File: config.mk
export PLATFORM = sky130hd
export DESIGN_NAME = uart_fifo_ext_flat
export DESIGN_NICKNAME = d
export VERILOG_FILES = /design/src/rtl/uart_fifo_ext_if.sv /design/src/rtl/uart_fifo_ext.sv /design/src/flat_wrapper.sv
export SDC_FILE = /design/constraint.sdc
export NUM_CORES = 1
export LEC_CHECK = 0
export BUFFER_PORTS_ARGS = -buffer_cell sky130_fd_sc_hd__buf_2
export CAP_MARGIN = 10
export CELL_PAD_IN_SITES_DETAIL_PLACEMENT = 0
export CELL_PAD_IN_SITES_GLOBAL_PLACEMENT = 2
export CORE_MARGIN = 4
export CORE_UTILIZATION = 50
export CTS_BUF_LIST = sky130_fd_sc_hd__clkbuf_16
export DETAILED_ROUTE_END_ITERATION = 10
export GPL_TIMING_DRIVEN = 0
export MAX_ROUTING_LAYER = met4
export PLACE_DENSITY = 0.94
export SETUP_SLACK_MARGIN = 0.4
export SYNTH_ARGS = -nofsm -noshare
export SYNTH_HDL_FRONTEND = slang
export SYNTH_SLANG_ARGS = --single-unit
File: constraint.sdc
create_clock -name clk -period 4.44 [get_ports clk]
set_input_delay 0.222 -clock clk [delete_from_list [all_inputs] [get_ports clk]]
set_output_delay 0.222 -clock clk [all_outputs]
set_load 0.02 [all_outputs]
File: src/rtl/uart_fifo_ext_if.sv
// Bus bundle between the UART register block and its FIFO.
// Carries write/read requests, control strobes and the decoded status.
interface uart_fifo_ext_if #(
    parameter int DW = 8,
    parameter int AW = 4
);
    logic          flush;
    logic          err_clr;
    logic          wr;
    logic [DW-1:0] wrdata;
    logic          rd;
    logic [DW-1:0] rddata;
    logic          empty;
    logic          full;
    logic          almost_full;
    logic          almost_empty;
    logic [AW:0]   count;
    logic          overflow;
    logic          underflow;

    modport master (
        output flush, err_clr, wr, wrdata, rd,
        input  rddata, empty, full, almost_full,
        input  almost_empty, count, overflow, underflow
    );

    modport slave (
        input  flush, err_clr, wr, wrdata, rd,
        output rddata, empty, full, almost_full,
        output almost_empty, count, overflow, underflow
    );
endinterface

File: src/rtl/uart_fifo_ext.sv
// Parametrised UART FIFO: standard or first-word-fall-through read,
// occupancy count, watermarks, sticky error flags and flush.
module uart_fifo_ext #(
    parameter int DW        = 8,
    parameter int AW        = 4,
    parameter int AFULL_TH  = (1 << AW) - 4,
    parameter int AEMPTY_TH = 2,
    parameter int FWFT      = 0
) (
    input logic            clk,
    input logic            rst,
    uart_fifo_ext_if.slave bus
);
    localparam int DEPTH = 1 << AW;
    localparam logic [AW:0] DEPTH_C = (AW + 1)'(DEPTH);
    localparam logic [AW:0] AF_C    = (AW + 1)'(AFULL_TH);
    localparam logic [AW:0] AE_C    = (AW + 1)'(AEMPTY_TH);

    logic [DW-1:0] mem [DEPTH];
    logic [AW-1:0] wr_ptr;
    logic [AW-1:0] rd_ptr;
    logic [AW:0]   cnt;
    logic          ovf_q;
    logic          udf_q;
    logic          is_empty;
    logic          is_full;
    logic          rd_acc;
    logic          wr_acc;

    assign is_empty = (cnt == '0);
    assign is_full  = (cnt == DEPTH_C);
    // A pop frees a slot in the same cycle, so a full FIFO still takes a write.
    assign rd_acc   = bus.rd && !is_empty;
    assign wr_acc   = bus.wr && (!is_full || rd_acc);

    always_ff @(posedge clk) begin
        if (!rst && !bus.flush && wr_acc)
            mem[wr_ptr] <= bus.wrdata;
    end

    always_ff @(posedge clk) begin
        if (rst) begin
            wr_ptr <= '0;
            rd_ptr <= '0;
            cnt    <= '0;
            ovf_q  <= 1'b0;
            udf_q  <= 1'b0;
        end else if (bus.flush) begin
            wr_ptr <= '0;
            rd_ptr <= '0;
            cnt    <= '0;
        end else begin
            if (wr_acc)
                wr_ptr <= wr_ptr + 1'b1;
            if (rd_acc)
                rd_ptr <= rd_ptr + 1'b1;
            if (wr_acc && !rd_acc)
                cnt <= cnt + 1'b1;
            else if (rd_acc && !wr_acc)
                cnt <= cnt - 1'b1;
            ovf_q <= (bus.wr && is_full && !bus.rd) || (ovf_q && !bus.err_clr);
            udf_q <= (bus.rd && is_empty) || (udf_q && !bus.err_clr);
        end
    end

    generate
        if (FWFT != 0) begin : g_fwft
            assign bus.rddata = mem[rd_ptr];
        end else begin : g_std
            logic [DW-1:0] rd_q;
            always_ff @(posedge clk) begin
                if (rst)
                    rd_q <= '0;
                else if (!bus.flush && rd_acc)
                    rd_q <= mem[rd_ptr];
            end
            assign bus.rddata = rd_q;
        end
    endgenerate

    assign bus.count        = cnt;
    assign bus.empty        = is_empty;
    assign bus.full         = is_full;
    assign bus.almost_full  = (cnt >= AF_C);
    assign bus.almost_empty = (cnt <= AE_C);
    assign bus.overflow     = ovf_q;
    assign bus.underflow    = udf_q;
endmodule

File: src/flat_wrapper.sv
// flat-port wrapper written by rule: the top's interface ports become plain ports
module uart_fifo_ext_flat 
#(
    parameter int DW        = 8,
    parameter int AW        = 4,
    parameter int AFULL_TH  = (1 << AW) - 4,
    parameter int AEMPTY_TH = 2,
    parameter int FWFT      = 0
)
  (clk, rst, bus_flush, bus_err_clr, bus_wr, bus_wrdata, bus_rd, bus_rddata, bus_empty, bus_full, bus_almost_full, bus_almost_empty, bus_count, bus_overflow, bus_underflow);
  uart_fifo_ext_if #(.DW(DW), .AW(AW)) bus_i ();
  input logic clk;
  input logic rst;
  input wire logic [$bits(bus_i.flush)-1:0] bus_flush;
  input wire logic [$bits(bus_i.err_clr)-1:0] bus_err_clr;
  input wire logic [$bits(bus_i.wr)-1:0] bus_wr;
  input wire logic [$bits(bus_i.wrdata)-1:0] bus_wrdata;
  input wire logic [$bits(bus_i.rd)-1:0] bus_rd;
  output wire logic [$bits(bus_i.rddata)-1:0] bus_rddata;
  output wire logic [$bits(bus_i.empty)-1:0] bus_empty;
  output wire logic [$bits(bus_i.full)-1:0] bus_full;
  output wire logic [$bits(bus_i.almost_full)-1:0] bus_almost_full;
  output wire logic [$bits(bus_i.almost_empty)-1:0] bus_almost_empty;
  output wire logic [$bits(bus_i.count)-1:0] bus_count;
  output wire logic [$bits(bus_i.overflow)-1:0] bus_overflow;
  output wire logic [$bits(bus_i.underflow)-1:0] bus_underflow;
  assign bus_i.flush = bus_flush;
  assign bus_i.err_clr = bus_err_clr;
  assign bus_i.wr = bus_wr;
  assign bus_i.wrdata = bus_wrdata;
  assign bus_i.rd = bus_rd;
  assign bus_rddata = bus_i.rddata;
  assign bus_empty = bus_i.empty;
  assign bus_full = bus_i.full;
  assign bus_almost_full = bus_i.almost_full;
  assign bus_almost_empty = bus_i.almost_empty;
  assign bus_count = bus_i.count;
  assign bus_overflow = bus_i.overflow;
  assign bus_underflow = bus_i.underflow;
  uart_fifo_ext #(.DW(DW), .AW(AW), .AFULL_TH(AFULL_TH), .AEMPTY_TH(AEMPTY_TH), .FWFT(FWFT)) u_core (.clk(clk), .rst(rst), .bus(bus_i));
endmodule
==> results.md <==
- Hold_buf cts: 0
- Placement Rows: 39
- Dpl cell area: 6380 um^2
- Area growth from synthesis to layout: 15.8%
- Synth Instances: 334
- Setup ws final: 1.25 ns
- Full die area: 13900 um^2
- TritonCTS clock tree: done
- DRC: 0
- Total GRT Usage: 18.8%
- Port Buffers: 32
- RSZ-0062 raised after global routing: false
- Netlist cell types: 37
- Tot Pwr: 3.37 mW
- Cell family with most CP delay: compound AO/OA/AOI/OAI gates
- Final worst-path cycle share: around 70%
- Area occupied by multi-input gates: 1640 um^2
- Met1 wire length: 5.16 mm
- # IOs: 33
- Via density: 5.78
- Largest net degree at the start of global routing: 17
- Worst slack, placed: 1.31 ns
- Setup TNS: 0 ns
- Filler instances: 832
- Synth top area share: 63.6%
- Syn nets: 358
- Total CTS buffers: 17
- Vias in the first global route: 3163
- 1st-iter DRT viols: 364
- Top Layer Used: met4
- Worst path max stage delay: 0.56 ns
- Critical path class: flip-flop to flip-flop
- Seq/Total Area, Yosys: 71.2%
- Critical-path cell list: or4_4 > buf_6 > o21ai_1 > ha_1 > inv_1 > fa_1 > a21o_1 > a21oi_1 > mux2i_1 > mux2i_1
- Nets: a little over 400
- Routed WL: 11.9 mm
- Seq cells post-synth: around 150
- Slew HR: 33.0%
- Synth Area in Compound Gates: around 3.6%
- WHS: about 0.045 ns
- Crit Path Max Fanout: 8
- Post-synthesis xor/xnor area fraction: 1.01%
- Reg2Reg Depth: 10
- Final std cells w/o fill: 542
- Util after Layout: 60.3%
- Initial Util: around 52%
- Final setup fails: 0
- Drt first pass iters: 5
- Largest cells by area after synthesis: edfxtp_1 64%, mux4_2 12%, dfxtp_1 7.6%
- WP data required: ~4.8 ns
- Routed Antenna Nets: 0
- DP Wirelength: 7.49 mm
- Die extent in x: 118 um
- CTS sink cnt: approximately 150
- Initial antenna violation count: 0
- Die height: 118 um
- Clk_skew: 0.00609 ns
- Core Area: 11600 um^2
- Main combinational cell family by area after synthesis: multiplexers
- Post-synth EDFFs: 128
- Slew @ Worst Pin: around 1 ns
- Slowest cell on crit path: or4_4
- Crit end category: flip-flop
- Top cells by count, synth: 128 x edfxtp_1, 43 x nor2_1, 32 x mux4_2
- Mapped Area: 6040 um^2
- Placed Instances: just over 500
- P_leak: 2.38 nW
- Clock transition at path regs: 0.06 ns
- Share of cells above drive strength 1: 28.4%
- F_max: between 300 and 400 MHz
- WL met3: 594 um
- Avg Inst Size Synth: 18.1 um^2
- Leading area contributor after synthesis: edfxtp_1
- Hold path depth: 2
- Reg area: 4300 um^2
- Total gr overflow: 0
- Most numerous cell in the Yosys netlist: edfxtp_1
- Mux contribution to synthesized area: between 10% and 20%
- Worst-Skew Late Latency: 0.42 ns
- Post-cts sizing count: 0
- Async set-reset flop share out of synthesis: 0%
- First-pass GRT wire length: 18.5 mm
- Most used cell, CP: mux2i_1
- Metal2 WL: between 5 and 6 mm
- Crit. path cell count: 10
- CTS max path bufs: 2
- GPL Wtd Cong: approximately 0.74
- Hold WC Path Type: primary input to flip-flop
- Post-CTS Setup Inserts: 0
- Synthesized-area fraction occupied by adder cells: 2.19%
- WL/cell: 21.9 um
- Final Slew Violations: 0
- Worst setup SP type: flip-flop
- Ys flop type: edfxtp_1
- Status: completed
- H-tree depth: 4
- Power per Cell Area: 482 nW/um^2
- Final Instance Area: 7000 um^2
- Post-route minimum period: 3.19 ns
- Final Hold Fails: 0
- Max cap viols: 0
- CP arrival: 3.55 ns
- WP buf/inv: 2
- YS warnings: 0
- Vias: 3134
- Clk root buf: clkbuf_16
- Worst vdd ir: 0.000210 V
- Simple-Gate Fraction of Synth Area: 4.76%
[final cells by class]
| class | count | share of cell area [%] |
|---|---|---|
| multi-input cells | 163 | 23.5 |
| clock inverters | 15 | 2.66 |
| repair buffers | 32 | 2.29 |
| diodes | 1 | 0.0358 |
| inverters | 4 | 0.215 |
| clock buffers | 17 | 6.08 |
| plain buffers | 16 | 1.18 |
| well taps | 143 | 2.56 |
| flip-flops and latches | 151 | 61.5 |
[path summary, 6_finish.rpt]
kind	startpoint	endpoint	slack, ns
max	u_core.bus.count[0]	u_core.bus.count[4]	1.25
min	rst	u_core.bus.overflow	0.04
max reg2reg	u_core.bus.count[0]	u_core.bus.count[4]	1.25
min reg2reg	u_core.bus.overflow	u_core.bus.overflow	0.45
[logic make-up after synthesis]
group	Yosys count
compound gates	27
xor+xnor	7
fa+ha+maj	10
buf+inv	20
flops	151
mux	53
simple gates	66
[flip-flops by register name, indices dropped and copies added, names as in the netlist]
signal and flops:
u_core.rd_ptr 4, u_core.bus.underflow 1, u_core.bus.rddata 8, u_core.bus.count 5
u_core.bus.overflow 1, u_core.mem 128, u_core.wr_ptr 4
[metal layers]
layer  up-vias  GRT usage (%)
met5         -              -
met4         0           8.50
met3        28           4.42
met2        88           28.5
met1      1596           24.3
li1       1422              -
[where the power goes]
part,switching [mW],leakage [nW],total [mW],internal (mW)
logic,0.186,0.737,0.314,0.128
registers,0.0184,1.34,1.58,1.56
clock network,0.549,0.301,1.48,0.932
total,0.753,2.38,3.37,2.62
[placed cells by master, fill, tap and decap left out, drive strengths merged, types with 2 or more instances in the layout]
master,Yosys,final
ha,9,9
bufinv,0,4
buf,8,40
o211ai,2,2
nor2,43,43
xor2,5,5
or2,2,2
nand3,3,3
nand2,10,10
clkinvlp,0,2
a221o,8,8
a21o,2,2
a21oi,5,5
o21a,3,3
clkbuf,8,25
mux2i,13,13
mux2,8,8
mux4,32,32
clkinv,0,6
edfxtp,128,128
inv,4,7
xnor2,2,2
dfxtp,23,23
No activity file was read; power rests on OpenSTA's default activity.
